### config.mk
export PLATFORM = sky130hd
export DESIGN_NAME = i2s_rx_flat
export DESIGN_NICKNAME = d
export VERILOG_FILES = /design/src/rtl/i2s_rx_if.sv /design/src/rtl/i2s_rx.sv /design/src/flat_wrapper.sv
export SDC_FILE = /design/constraint.sdc
export NUM_CORES = 1
export LEC_CHECK = 0
export CORE_MARGIN = 10
export CORE_UTILIZATION = 40
export DETAILED_ROUTE_END_ITERATION = 12
export GPL_ROUTABILITY_DRIVEN = 0
export PLACE_DENSITY = 0.63
export SLEW_MARGIN = 20
export SYNTH_ARGS = -nofsm -noshare
export SYNTH_HDL_FRONTEND = slang
export SYNTH_SLANG_ARGS = --single-unit
### constraint.sdc
create_clock -name clk -period 7.1 [get_ports clk]
set_clock_uncertainty 0.1 [all_clocks]
set_input_delay 1.775 -clock clk [delete_from_list [all_inputs] [get_ports clk]]
set_output_delay 1.775 -clock clk [all_outputs]
set_load 0.005 [all_outputs]
### src/rtl/i2s_rx_if.sv
// Bundle of the I2S capture pins and the host-side FIFO read port of i2s_rx.
interface i2s_rx_if #(
  parameter int DATA_WIDTH      = 24,
  parameter int FIFO_DEPTH_LOG2 = 2
);
  logic                       i2s_lrck;
  logic                       i2s_bck;
  logic                       i2s_data;
  logic                       rd_en;
  logic [DATA_WIDTH-1:0]      rd_left;
  logic [DATA_WIDTH-1:0]      rd_right;
  logic                       rd_valid;
  logic [FIFO_DEPTH_LOG2:0]   fifo_count;

  modport slave (
    input  i2s_lrck, i2s_bck, i2s_data, rd_en,
    output rd_left, rd_right, rd_valid, fifo_count
  );

  modport master (
    output i2s_lrck, i2s_bck, i2s_data, rd_en,
    input  rd_left, rd_right, rd_valid, fifo_count
  );
endinterface

### src/rtl/i2s_rx.sv
// I2S slave receiver: synchronizes LRCK/BCK/DATA, frames left/right words
// MSB-first and queues stereo pairs in a show-ahead FIFO for the host.
module i2s_rx #(
  parameter int DATA_WIDTH      = 24,
  parameter int FIFO_DEPTH_LOG2 = 2
) (
  input  logic     clk,
  input  logic     rst,
  input  logic     enable,
  input  logic     clr_flags,
  i2s_rx_if.slave  bus,
  output logic     overrun,
  output logic     frame_err
);
  localparam int CW    = $clog2(DATA_WIDTH) + 2;
  localparam int AW    = FIFO_DEPTH_LOG2;
  localparam int DEPTH = 1 << FIFO_DEPTH_LOG2;

  typedef enum logic [1:0] {IDLE, WAIT_LEFT, LEFT_HELD} state_t;

  logic [1:0]            r_lrckSync, r_bckSync, r_dataSync;
  logic                  r_bckPrev;
  logic                  w_bckRise, w_lr, w_d;

  logic                  r_lrPrev;
  logic [CW-1:0]         r_cnt;
  logic [DATA_WIDTH-1:0] r_shift, r_leftWord, w_newWord;
  state_t                r_state, w_nextState;
  logic                  w_close, w_shortSlot, w_leftCapture, w_push, w_frameErrSet;

  logic [DATA_WIDTH-1:0] r_memLeft  [DEPTH];
  logic [DATA_WIDTH-1:0] r_memRight [DEPTH];
  logic [AW-1:0]         r_wrPtr, r_rdPtr, w_nextRdPtr;
  logic [AW:0]           r_count, w_nextCount;
  logic                  w_pop, w_full, w_write, w_overrunSet;
  logic [DATA_WIDTH-1:0] r_rdLeft, r_rdRight, w_headLeft, w_headRight;
  logic                  r_overrun, r_frameErr;

  always_ff @(posedge clk) begin
    if (rst) begin
      r_lrckSync <= '0;
      r_bckSync  <= '0;
      r_dataSync <= '0;
      r_bckPrev  <= 1'b0;
    end else begin
      r_lrckSync <= {r_lrckSync[0], bus.i2s_lrck};
      r_bckSync  <= {r_bckSync[0], bus.i2s_bck};
      r_dataSync <= {r_dataSync[0], bus.i2s_data};
      r_bckPrev  <= r_bckSync[1];
    end
  end

  assign w_bckRise   = r_bckSync[1] & ~r_bckPrev;
  assign w_lr        = r_lrckSync[1];
  assign w_d         = r_dataSync[1];
  assign w_close     = enable && w_bckRise && (w_lr != r_lrPrev);
  assign w_shortSlot = r_cnt < CW'(DATA_WIDTH - 1);

  // Bits past DATA_WIDTH match no position, which truncates long slots.
  always_comb begin
    w_newWord = r_shift;
    for (int i = 0; i < DATA_WIDTH; i++) begin
      if (r_cnt == CW'(DATA_WIDTH - 1 - i)) w_newWord[i] = w_d;
    end
  end

  always_comb begin
    w_nextState   = r_state;
    w_push        = 1'b0;
    w_leftCapture = 1'b0;
    w_frameErrSet = 1'b0;
    if (!enable) begin
      w_nextState = IDLE;
    end else if (w_close) begin
      case (r_state)
        IDLE: w_nextState = WAIT_LEFT;
        WAIT_LEFT: begin
          w_frameErrSet = w_shortSlot;
          if (!r_lrPrev) begin
            w_leftCapture = 1'b1;
            w_nextState   = LEFT_HELD;
          end
        end
        LEFT_HELD: begin
          w_frameErrSet = w_shortSlot;
          if (!r_lrPrev) begin
            w_leftCapture = 1'b1;
          end else begin
            w_push      = 1'b1;
            w_nextState = WAIT_LEFT;
          end
        end
        default: w_nextState = IDLE;
      endcase
    end
  end

  // lr_prev keeps tracking LRCK while disabled so re-enabling mid-slot
  // does not fake a transition.
  always_ff @(posedge clk) begin
    if (rst) begin
      r_state    <= IDLE;
      r_lrPrev   <= 1'b0;
      r_cnt      <= '0;
      r_shift    <= '0;
      r_leftWord <= '0;
    end else begin
      r_state <= w_nextState;
      if (w_bckRise) r_lrPrev <= w_lr;
      if (!enable) begin
        r_cnt   <= '0;
        r_shift <= '0;
      end else if (w_bckRise) begin
        if (w_lr != r_lrPrev) begin
          r_cnt   <= '0;
          r_shift <= '0;
        end else begin
          r_shift <= w_newWord;
          if (r_cnt != '1) r_cnt <= r_cnt + 1'b1;
        end
      end
      if (w_leftCapture) r_leftWord <= w_newWord;
    end
  end

  assign w_pop        = bus.rd_en && (r_count != '0);
  assign w_full       = r_count == (AW + 1)'(DEPTH);
  assign w_write      = w_push && (!w_full || w_pop);
  assign w_overrunSet = w_push && w_full && !w_pop;
  assign w_nextRdPtr  = w_pop ? r_rdPtr + 1'b1 : r_rdPtr;
  assign w_nextCount  = r_count + (AW + 1)'(w_write) - (AW + 1)'(w_pop);

  // Head for next cycle, bypassing the entry being written when it lands at the head.
  always_comb begin
    w_headLeft  = r_memLeft[w_nextRdPtr];
    w_headRight = r_memRight[w_nextRdPtr];
    if (w_write && (r_wrPtr == w_nextRdPtr)) begin
      w_headLeft  = r_leftWord;
      w_headRight = w_newWord;
    end
    if (w_nextCount == '0) begin
      w_headLeft  = '0;
      w_headRight = '0;
    end
  end

  always_ff @(posedge clk) begin
    if (w_write) begin
      r_memLeft[r_wrPtr]  <= r_leftWord;
      r_memRight[r_wrPtr] <= w_newWord;
    end
  end

  always_ff @(posedge clk) begin
    if (rst) begin
      r_wrPtr    <= '0;
      r_rdPtr    <= '0;
      r_count    <= '0;
      r_rdLeft   <= '0;
      r_rdRight  <= '0;
      r_overrun  <= 1'b0;
      r_frameErr <= 1'b0;
    end else begin
      if (w_write) r_wrPtr <= r_wrPtr + 1'b1;
      r_rdPtr    <= w_nextRdPtr;
      r_count    <= w_nextCount;
      r_rdLeft   <= w_headLeft;
      r_rdRight  <= w_headRight;
      r_overrun  <= w_overrunSet | (r_overrun & ~clr_flags);
      r_frameErr <= w_frameErrSet | (r_frameErr & ~clr_flags);
    end
  end

  assign bus.rd_left    = r_rdLeft;
  assign bus.rd_right   = r_rdRight;
  assign bus.rd_valid   = r_count != '0;
  assign bus.fifo_count = r_count;
  assign overrun        = r_overrun;
  assign frame_err      = r_frameErr;
endmodule

### src/flat_wrapper.sv
// flat-port wrapper written by rule: the top's interface ports become plain ports
module i2s_rx_flat 
#(
  parameter int DATA_WIDTH      = 24,
  parameter int FIFO_DEPTH_LOG2 = 2
)
  (clk, rst, enable, clr_flags, overrun, frame_err, bus_i2s_lrck, bus_i2s_bck, bus_i2s_data, bus_rd_en, bus_rd_left, bus_rd_right, bus_rd_valid, bus_fifo_count);
  i2s_rx_if #(.DATA_WIDTH(DATA_WIDTH), .FIFO_DEPTH_LOG2(FIFO_DEPTH_LOG2)) bus_i ();
  input  logic clk;
  input  logic rst;
  input  logic enable;
  input  logic clr_flags;
  output logic overrun;
  output logic frame_err;
  input wire logic [$bits(bus_i.i2s_lrck)-1:0] bus_i2s_lrck;
  input wire logic [$bits(bus_i.i2s_bck)-1:0] bus_i2s_bck;
  input wire logic [$bits(bus_i.i2s_data)-1:0] bus_i2s_data;
  input wire logic [$bits(bus_i.rd_en)-1:0] bus_rd_en;
  output wire logic [$bits(bus_i.rd_left)-1:0] bus_rd_left;
  output wire logic [$bits(bus_i.rd_right)-1:0] bus_rd_right;
  output wire logic [$bits(bus_i.rd_valid)-1:0] bus_rd_valid;
  output wire logic [$bits(bus_i.fifo_count)-1:0] bus_fifo_count;
  assign bus_i.i2s_lrck = bus_i2s_lrck;
  assign bus_i.i2s_bck = bus_i2s_bck;
  assign bus_i.i2s_data = bus_i2s_data;
  assign bus_i.rd_en = bus_rd_en;
  assign bus_rd_left = bus_i.rd_left;
  assign bus_rd_right = bus_i.rd_right;
  assign bus_rd_valid = bus_i.rd_valid;
  assign bus_fifo_count = bus_i.fifo_count;
  i2s_rx #(.DATA_WIDTH(DATA_WIDTH), .FIFO_DEPTH_LOG2(FIFO_DEPTH_LOG2)) u_core (.clk(clk), .rst(rst), .enable(enable), .clr_flags(clr_flags), .bus(bus_i), .overrun(overrun), .frame_err(frame_err));
endmodule
==> impl_metrics.yaml, run 1 <==
setup_path:
  crit_family: "buffers and inverters"
  cp_data_arrival_time_ns: 5.04
  cp-start-kind: "input port"
  crit_buf_inv: 3
  crit_chain: "clkdlybuf4s50_1 -> nor4b_2 -> nor4_4 -> ha_1 -> inv_1 -> fa_1 -> xor2_1 -> xnor2_1 -> a31o_2 -> buf_12 -> a21oi_1"
  worstPathRequired_ns: 7.39
  cp_max_fo: 33
  end_kind: "flop"
  cpPeakStageDelay_ns: 0.63
  worst_path_max_delay_cell: "nor4_4"
  path_class: "input port to flop"
detailed_routing:
  drt-initial-drc-count: 956
  vias: 10900
  drtAntennaViolNets: 0
  routed_wl_um: 38400
  vias_per_cell: 5.88
  drc: 0
  wl_per_cell_um: 20.7
  firstDrtPassIters: 5
timing:
  post-route-period-util: 0.669
  layout_setup_ws_ns: 2.35
  min_period_ns: 4.75
  setup_viol: 0
  rsz0062_at_grt: "no"
  finalMaxSlewViolations: 0
  setup_tns_ns: 0
  max_slew_margin: 0.252
  fmax_mhz: 211
  hold_viol: 0
  worstMarginPinSlew_ns: 1.12
placement:
  post-dp-hpwl_um: 21200
  place_ws_ns: 1.83
  dpl-instance-area_um2: 14900
  io_buffers: 61
  placedCellCount: 1797
synth:
  ys_seq_elements: 314
  async_flop_share: 0
  netlist_area_um2: 14000
  ys.flop_type: "edfxtp_1"
  synth.distinct_cells: 47
  synth-edff-count: 192
  syn_nets: 1408
  avgSynthCellArea_um2: 10.1
  syn_inst: 1386
  synth-seq-area-share: 0.585
  ys_warn_count: 0
clock_tree:
  cts_sinks: 314
  cts_tree: "yes"
  cts_setup_buffers: 0
  post_cts_resized: 0
  cts_htree_levels: 2
  cts-buffers-inserted: 35
  root_buffer: "clkbuf_16"
  clockBufferDepth: 3
  clk_latency_ns: 0.51
  hold_buffers: 0
  clk_pin_slew_ns: 0.06
grt:
  track_usage: 0.170
  grt_pass1_wl_um: 60100
  grt_max_degree: 107
  grt_pass1_vias: 10500
  antenna_found_initial: 0
  overflow: 0
hold_path:
  hold_path_class: "flop to flop"
power:
  p_leak_nw: 5.00
  ir_drop_v: 0.000253
  powerDensity_nw_per_um2: 341
final_layout:
  layout_common_cells: "nor3_1 (248), edfxtp_1 (192), nand2_1 (155), dfxtp_1 (120), nor2_1 (71)"
  fin_cells: 1859
  nets: 1402
  layout_commonest_cell: "nor3_1"
  drive_gt1_frac: 0.0776
  finish.instance_area_um2: 16000
  antenna_cells: 0
  final_util: 0.463
  area_growth_pct: 14.1
floorplan:
  io_pins: 62
  dieArea_um2: 43000
  die_x_um: 207
  fp-row-count: 68
  start_util: 0.405
  die_y_um: 207
  core-area_um2: 34600
job:
  drv_cap: 0
run_status:
  status: "finished clean"
==> cells by family (layout without fill, tap and decap cells) <==
family	count (synthesis)	count (layout)	synth area share
compound gates	140	140	0.0570
xor+xnor	10	10	0.00722
buf+inv	136	154	0.0404
fa+ha+maj	14	14	0.0130
mux	50	50	0.0378
simple gates	722	722	0.260
flops	314	314	0.585
==> Yosys cell counts, drive strengths merged, types with 47 or more instances <==
master / instances / share of area
nand4: 47 / 0.021
nor3b: 49 / 0.027
dfxtp: 122 / 0.17
a21oi: 53 / 0.019
nand3: 68 / 0.024
nor2: 72 / 0.019
o21ai: 51 / 0.018
nor3: 248 / 0.088
nand2: 156 / 0.042
nor4: 49 / 0.023
clkbuf: 90 / 0.024
edfxtp: 192 / 0.41
==> per-stage QoR <==
step                hold slack (ns)  power [mW]
detailed placement            0.325        3.72
floorplan                     0.314        3.16
global placement              0.323        3.68
CTS                           0.338        5.47
finish                        0.334        5.46
global route                  0.343        5.74
==> flip-flops by register name, summed over array words and instances (netlist names), 2 cells and up <==
| name | count |
|---|---|
| u_core.r_rdPtr | 2 |
| u_core.r_state | 2 |
| u_core.r_bckSync | 2 |
| u_core.r_memLeft | 96 |
| u_core.r_wrPtr | 2 |
| u_core.r_cnt | 7 |
| u_core.r_memRight | 96 |
| u_core.bus.rd_left | 24 |
| u_core.r_leftWord | 24 |
| u_core.r_lrckSync | 2 |
| u_core.r_dataSync | 2 |
| u_core.bus.rd_right | 24 |
| u_core.bus.fifo_count | 3 |
| u_core.r_shift | 24 |
==> area by class of cell <==
cell class              count  area, um2
clock inverters             9        123
inverters                  13       53.8
well taps                 455        569
clock buffers              52        963
multi-input cells         936       5320
repair buffers             80        781
flip-flops and latches    314       8210
fillers                  3103      18600
==> power breakdown <==
part           total (mW)  switching (mW)  internal [mW]
clock network        1.75           0.705           1.05
logic                1.58            1.04          0.541
registers            2.13           0.105           2.02
total                5.46            1.85           3.61
==> worst paths after layout <==
check	startpoint	end	slack [ns]	cells past startpoint
setup / recovery	bus_rd_en	u_core.bus.rd_left[16]$_SDFF_PP0_	2.35	11
hold / removal	u_core.r_bckSync[0]$_SDFF_PP0_	u_core.r_bckSync[1]$_SDFF_PP0_	0.33	1
setup reg to reg	u_core.r_rdPtr[1]$_SDFF_PP0_	u_core.bus.rd_left[0]$_SDFF_PP0_	3.37	7
hold reg to reg	u_core.r_bckSync[0]$_SDFF_PP0_	u_core.r_bckSync[1]$_SDFF_PP0_	0.33	1
==> layer usage <==
layer,GRT usage,up-vias,wire length [um]
met5,0,-,0
met3,0.0304,66,2570
met4,0.0484,0,732
met2,0.272,411,17800
li1,-,5080,-
met1,0.232,5365,17300
No activity file was read; power rests on OpenSTA's default activity.
==> run 2: changes to the inputs <==
==> constraint.sdc (replaced) <==
create_clock -name clk -period 4.9 [get_ports clk]
set_clock_uncertainty 0.1 [all_clocks]
set_input_delay 1.225 -clock clk [delete_from_list [all_inputs] [get_ports clk]]
set_output_delay 1.225 -clock clk [all_outputs]
set_load 0.005 [all_outputs]
==> run 2 against run 1 <==
Net effect:
- clock power up 48%
- total power up 47%
- clock-buffer cell count down 3
==> impl_metrics.yaml, run 2 (synthesized netlist as in run 1, its figures left out) <==
run_status:
  status: "finished clean"
timing:
  rsz0062_at_grt: "no"
  max_slew_margin: 0.319
  finalMaxSlewViolations: 0
  setup_tns_ns: 0
  min_period_ns: 3.63
  worstMarginPinSlew_ns: 1.02
  fmax_mhz: 276
  setup_viol: 0
  holdWs_ns: 0.339
  hold_viol: 0
  post-route-period-util: 0.740
floorplan:
  core-area_um2: 34600
  start_util: 0.405
  dieArea_um2: 43000
  die_x_um: 207
  fp-row-count: 68
  io_pins: 62
  die_y_um: 207
clock_tree:
  clockBufferDepth: 3
  clk_pin_slew_ns: 0.06
  root_buffer: "clkbuf_16"
  cts_tree: "yes"
  post_cts_resized: 0
  cts_sinks: 314
  clk_latency_ns: 0.51
  cts-buffers-inserted: 35
  cts_setup_buffers: 0
  hold_buffers: 0
  cts_htree_levels: 2
setup_path:
  crit_chain: "clkdlybuf4s50_1 -> o31ai_4 -> inv_6 -> buf_12 -> xnor2_1 -> nand3_2 -> buf_4 -> nand4_1 -> a21oi_1"
  reg2reg_depth: 12
  cp_max_fo: 194
  cp-start-kind: "input port"
  worst_path_max_delay_cell: "clkdlybuf4s50_1"
  reg2reg_to: "u_core.bus.rd_right[14]$_SDFF_PP0_"
  end_kind: "flop"
  cp-endpoint: "u_core.bus.rd_right[14]$_SDFF_PP0_"
  r2r_start: "u_core.bus.fifo_count[0]$_SDFF_PP0_"
  worstPathRequired_ns: 5.22
  cp_data_arrival_time_ns: 3.95
  worstSetupStartpoint: "bus_rd_en"
  cpPeakStageDelay_ns: 0.58
  path_class: "input port to flop"
  rrSetupSlack_ns: 2.04
grt:
  overflow: 0
  antenna_found_initial: 0
  grt_pass1_wl_um: 61100
  grt_pass1_vias: 10700
  track_usage: 0.173
  grt_max_degree: 195
detailed_routing:
  met3_length_um: 2780
  top_layer: "met4"
  vias_per_cell: 5.83
  met2_wirelength_um: 18100
  met1_length_um: 16700
  firstDrtPassIters: 5
  wl_per_cell_um: 20.4
  routed_wl_um: 38300
  vias: 10900
  drt-initial-drc-count: 1074
  drc: 0
  drtAntennaViolNets: 0
hold_path:
  hp-start: "u_core.r_dataSync[0]$_SDFF_PP0_"
  hold_path_class: "flop to flop"
final_layout:
  layout_common_cells: "nor3_1 (248), edfxtp_1 (192), nand2_1 (155), dfxtp_1 (120), nor2_1 (71)"
  n_fill_cell: 3092
  area_growth_pct: 15.9
  antenna_cells: 0
  reg.largest.list: "u_core.r_memLeft: 96 flops, u_core.r_memRight: 96 flops"
  layout_commonest_cell: "nor3_1"
  drive_gt1_frac: 0.0908
  nets: 1416
placement:
  io_buffers: 61
  post-dp-hpwl_um: 22200
job:
  drv_cap: 0
power:
  ir_drop_v: 0.000812
  powerDensity_nw_per_um2: 493
  p_leak_nw: 5.13
[run 2: cell count changes in the layout (fill, tap and decap cells not counted), sizes merged]
| cell | change |
|---|---|
| clkinv | +5 |
| buf | +14 |
| bufinv | -1 |
| clkbuf | -3 |
| clkinvlp | +1 |
[run 2: final cells by class]
cell class | instances | area (um2) | share of cell area
flip-flops and latches | 314 | 8210 | 0.505
multi-input cells | 936 | 5310 | 0.326
clock buffers | 49 | 1020 | 0.0628
repair buffers | 94 | 978 | 0.0601
well taps | 455 | 569 | 0.0350
clock inverters | 14 | 128 | 0.00785
inverters | 13 | 53.8 | 0.00331
[run 2: per-stage QoR]
step                utilization  total power, mW  instances  worst slack (ns)  area [um2]
floorplan                     -             4.59       1386             0.709       14000
CTS                       0.470             8.06       1875              1.33       16300
global route              0.470             8.44       1875              1.14       16300
global placement          0.437             5.43       1812             0.898       15100
detailed placement        0.437             5.48       1812             0.826       15100
finish                    0.470             8.01       1875              1.27       16300
[run 2: report_power, final]
part / internal, mW / total [mW] / switching, mW
clock network: 1.56 / 2.59 / 1.03
logic: 0.831 / 2.36 / 1.52
registers: 2.93 / 3.07 / 0.137
[run 2: worst min-delay path by stage]
| stage | cells past startpoint | to |
|---|---|---|
| floorplan | 1 | u_core.r_bckSync[1]$_SDFF_PP0_ |
| global placement | 1 | u_core.r_bckSync[1]$_SDFF_PP0_ |
| detailed placement | 1 | u_core.r_dataSync[1]$_SDFF_PP0_ |
| CTS | 1 | u_core.r_dataSync[1]$_SDFF_PP0_ |
| global route | 1 | u_core.r_bckSync[1]$_SDFF_PP0_ |
| finish | 1 | u_core.r_dataSync[1]$_SDFF_PP0_ |
[run 2: metal layers]
layer  GRT usage  vias up
met3      0.0301       50
met4      0.0474        0
met5           0        -
li1            -     5115
met1       0.230     5382
met2       0.285      379
[run 2: worst max-delay path, delay by kind of cell]
family                 cells  cell delay (ns)
AO/OA/AOI/OAI              2             0.33
XOR/XNOR                   1             0.22
AND/OR/NAND/NOR            2             0.31
buffers and inverters      4             1.59
==> run 3: changes to the inputs <==
==> constraint.sdc (replaced) <==
create_clock -name clk -period 3.75 [get_ports clk]
set_clock_uncertainty 0.1 [all_clocks]
set_input_delay 0.9375 -clock clk [delete_from_list [all_inputs] [get_ports clk]]
set_output_delay 0.9375 -clock clk [all_outputs]
set_load 0.005 [all_outputs]
==> run 3 against run 2 <==
Net effect:
- final area about the same
- wire length decreased by 0.69%
- global-route usage decreased by 0.45 points
- highest routed layer unchanged
- non-clock buffer count increased by 1
==> impl_metrics.yaml, run 3 (synthesized netlist as in run 1, its figures left out) <==
grt:
  overflow: 0
  grt_max_degree: 195
  grt_pass1_wl_um: 59400
  grt_pass1_vias: 10300
  track_usage: 0.169
  antenna_found_initial: 0
detailed_routing:
  wl_per_cell_um: 20.3
  vias: 10800
  drt-initial-drc-count: 804
  drc: 0
  routed_wl_um: 38000
  firstDrtPassIters: 5
  drtAntennaViolNets: 0
  vias_per_cell: 5.78
floorplan:
  die_y_um: 207
  start_util: 0.405
  die_x_um: 207
  fp-row-count: 68
  dieArea_um2: 43000
  core-area_um2: 34600
  io_pins: 62
placement:
  io_buffers: 61
  post-dp-hpwl_um: 22000
  dpl-instance-area_um2: 15200
clock_tree:
  cts_setup_buffers: 0
  cts_tree: "yes"
  post_cts_resized: 0
  clockBufferDepth: 3
  clk_pin_slew_ns: 0.06
  root_buffer: "clkbuf_16"
  hold_buffers: 0
  cts_sinks: 314
  clk_latency_ns: 0.50
  cts_htree_levels: 2
  cts-buffers-inserted: 34
setup_path:
  path_class: "input port to flop"
  cp-start-kind: "input port"
  crit_buf_inv: 5
  crit_cells: 13
  crit_family: "buffers and inverters"
  cp_data_arrival_time_ns: 3.49
  reg2reg_to: "u_core.bus.rd_right[10]$_SDFF_PP0_"
  end_kind: "flop"
  rrSetupSlack_ns: 0.85
  r2r_start: "u_core.bus.fifo_count[0]$_SDFF_PP0_"
  cpPeakStageDelay_ns: 0.56
  crit_chain: "clkdlybuf4s50_1 -> o31ai_4 -> inv_6 -> ha_1 -> inv_1 -> ha_1 -> inv_1 -> fa_1 -> xor2_1 -> xnor2_1 -> a31o_2 -> buf_12 -> a21oi_1"
  worstPathRequired_ns: 4.02
  worst_path_max_delay_cell: "clkdlybuf4s50_1"
  reg2reg_depth: 12
  cp_max_fo: 36
power:
  clock_power_share: 0.319
  power.share.switching: 0.333
  p_int_mw: 6.92
  combinationalPowerShare: 0.296
  switching_power_mw: 3.46
  p_leak_nw: 5.13
  powerDensity_nw_per_um2: 638
  ir_drop_v: 0.00113
  power_frac_seq: 0.385
timing:
  max_slew_margin: 0.398
  min_period_ns: 3.22
  rsz0062_at_grt: "no"
  hold_viol: 0
  post-route-period-util: 0.858
  setup_tns_ns: 0
  worstMarginPinSlew_ns: 0.902
  setup_viol: 0
  finalMaxSlewViolations: 0
  fmax_mhz: 311
hold_path:
  hold-path-cell-count: 1
  hold_path_class: "flop to flop"
  hp-start: "u_core.r_lrckSync[0]$_SDFF_PP0_"
  hold_path_end: "u_core.r_lrckSync[1]$_SDFF_PP0_"
job:
  drv_cap: 0
run_status:
  status: "finished clean"
final_layout:
  finish.instance_area_um2: 16300
  area_growth_pct: 15.9
  reg.largest.list: "u_core.r_memLeft: 96 flops, u_core.r_memRight: 96 flops"
  antenna_cells: 0
  n_fill_cell: 3108
  layout_commonest_cell: "nor3_1"
  nets: 1416
  drive_gt1_frac: 0.0895
  layout_common_cells: "nor3_1 (248), edfxtp_1 (192), nand2_1 (155), dfxtp_1 (120), nor2_1 (71)"
## run 3: cell type report
cell class	count	area, um2	share of cell area
clock inverter	12	135	0.00830
inverter	13	53.8	0.00331
multi-input combinational	936	5310	0.326
sequential	314	8210	0.504
clock buffer	49	978	0.0601
timing repair buffer	95	1020	0.0629
tap	455	569	0.0350
## run 3: power by group through the flow
stage                     Clock, mW  Sequential (mW)  Combinational, mW
after floorplan                   0             3.99               2.01
after global placement            0             4.08               3.00
after detailed placement          0             4.08               3.08
after CTS                      3.38             4.01               3.08
after global routing           3.52             4.02               3.38
final                          3.31             4.00               3.08
## run 3: how the worst max path moves through the flow
stage | startpoint | end | slack [ns]
4_1_cts | bus_rd_en | u_core.bus.rd_right[10]$_SDFF_PP0_ | 0.53
3_3_place_gp | bus_rd_en | u_core.bus.rd_right[4]$_SDFF_PP0_ | 0.1
6_report | bus_rd_en | u_core.bus.rd_right[10]$_SDFF_PP0_ | 0.53
2_1_floorplan | bus_rd_en | u_core.bus.rd_left[23]$_SDFF_PP0_ | -0.04
5_1_grt | bus_rd_en | u_core.bus.rd_right[5]$_SDFF_PP0_ | 0.41
3_5_place_dp | bus_rd_en | u_core.bus.rd_left[12]$_SDFF_PP0_ | 0.04
## run 3: layer usage
layer	GRT usage	part of all wire
met5	0	0
met4	0.0391	0.014
met3	0.0323	0.067
met2	0.277	0.47
met1	0.225	0.45
## run 3: worst reg2reg max path, cell delays in order (launching register included)
cell,delay [ns]
dfxtp_1,0.38
o31ai_4,0.41
inv_6,0.05
ha_1,0.27
inv_1,0.06
ha_1,0.13
inv_1,0.05
fa_1,0.38
xor2_1,0.16
xnor2_1,0.21
a31o_2,0.22
buf_12,0.22
a21oi_1,0.10
## run 3: per-stage QoR
step | hold slack, ns | utilization | power, mW | cells | setup WS, ns
after floorplan | 0.314 | - | 5.99 | 1386 | -0.0440
after global placement | 0.322 | 0.438 | 7.08 | 1813 | 0.0994
after detailed placement | 0.323 | 0.438 | 7.15 | 1813 | 0.0425
after CTS | 0.337 | 0.470 | 10.5 | 1874 | 0.529
after global routing | 0.369 | 0.470 | 10.9 | 1874 | 0.407
final | 0.335 | 0.470 | 10.4 | 1874 | 0.533
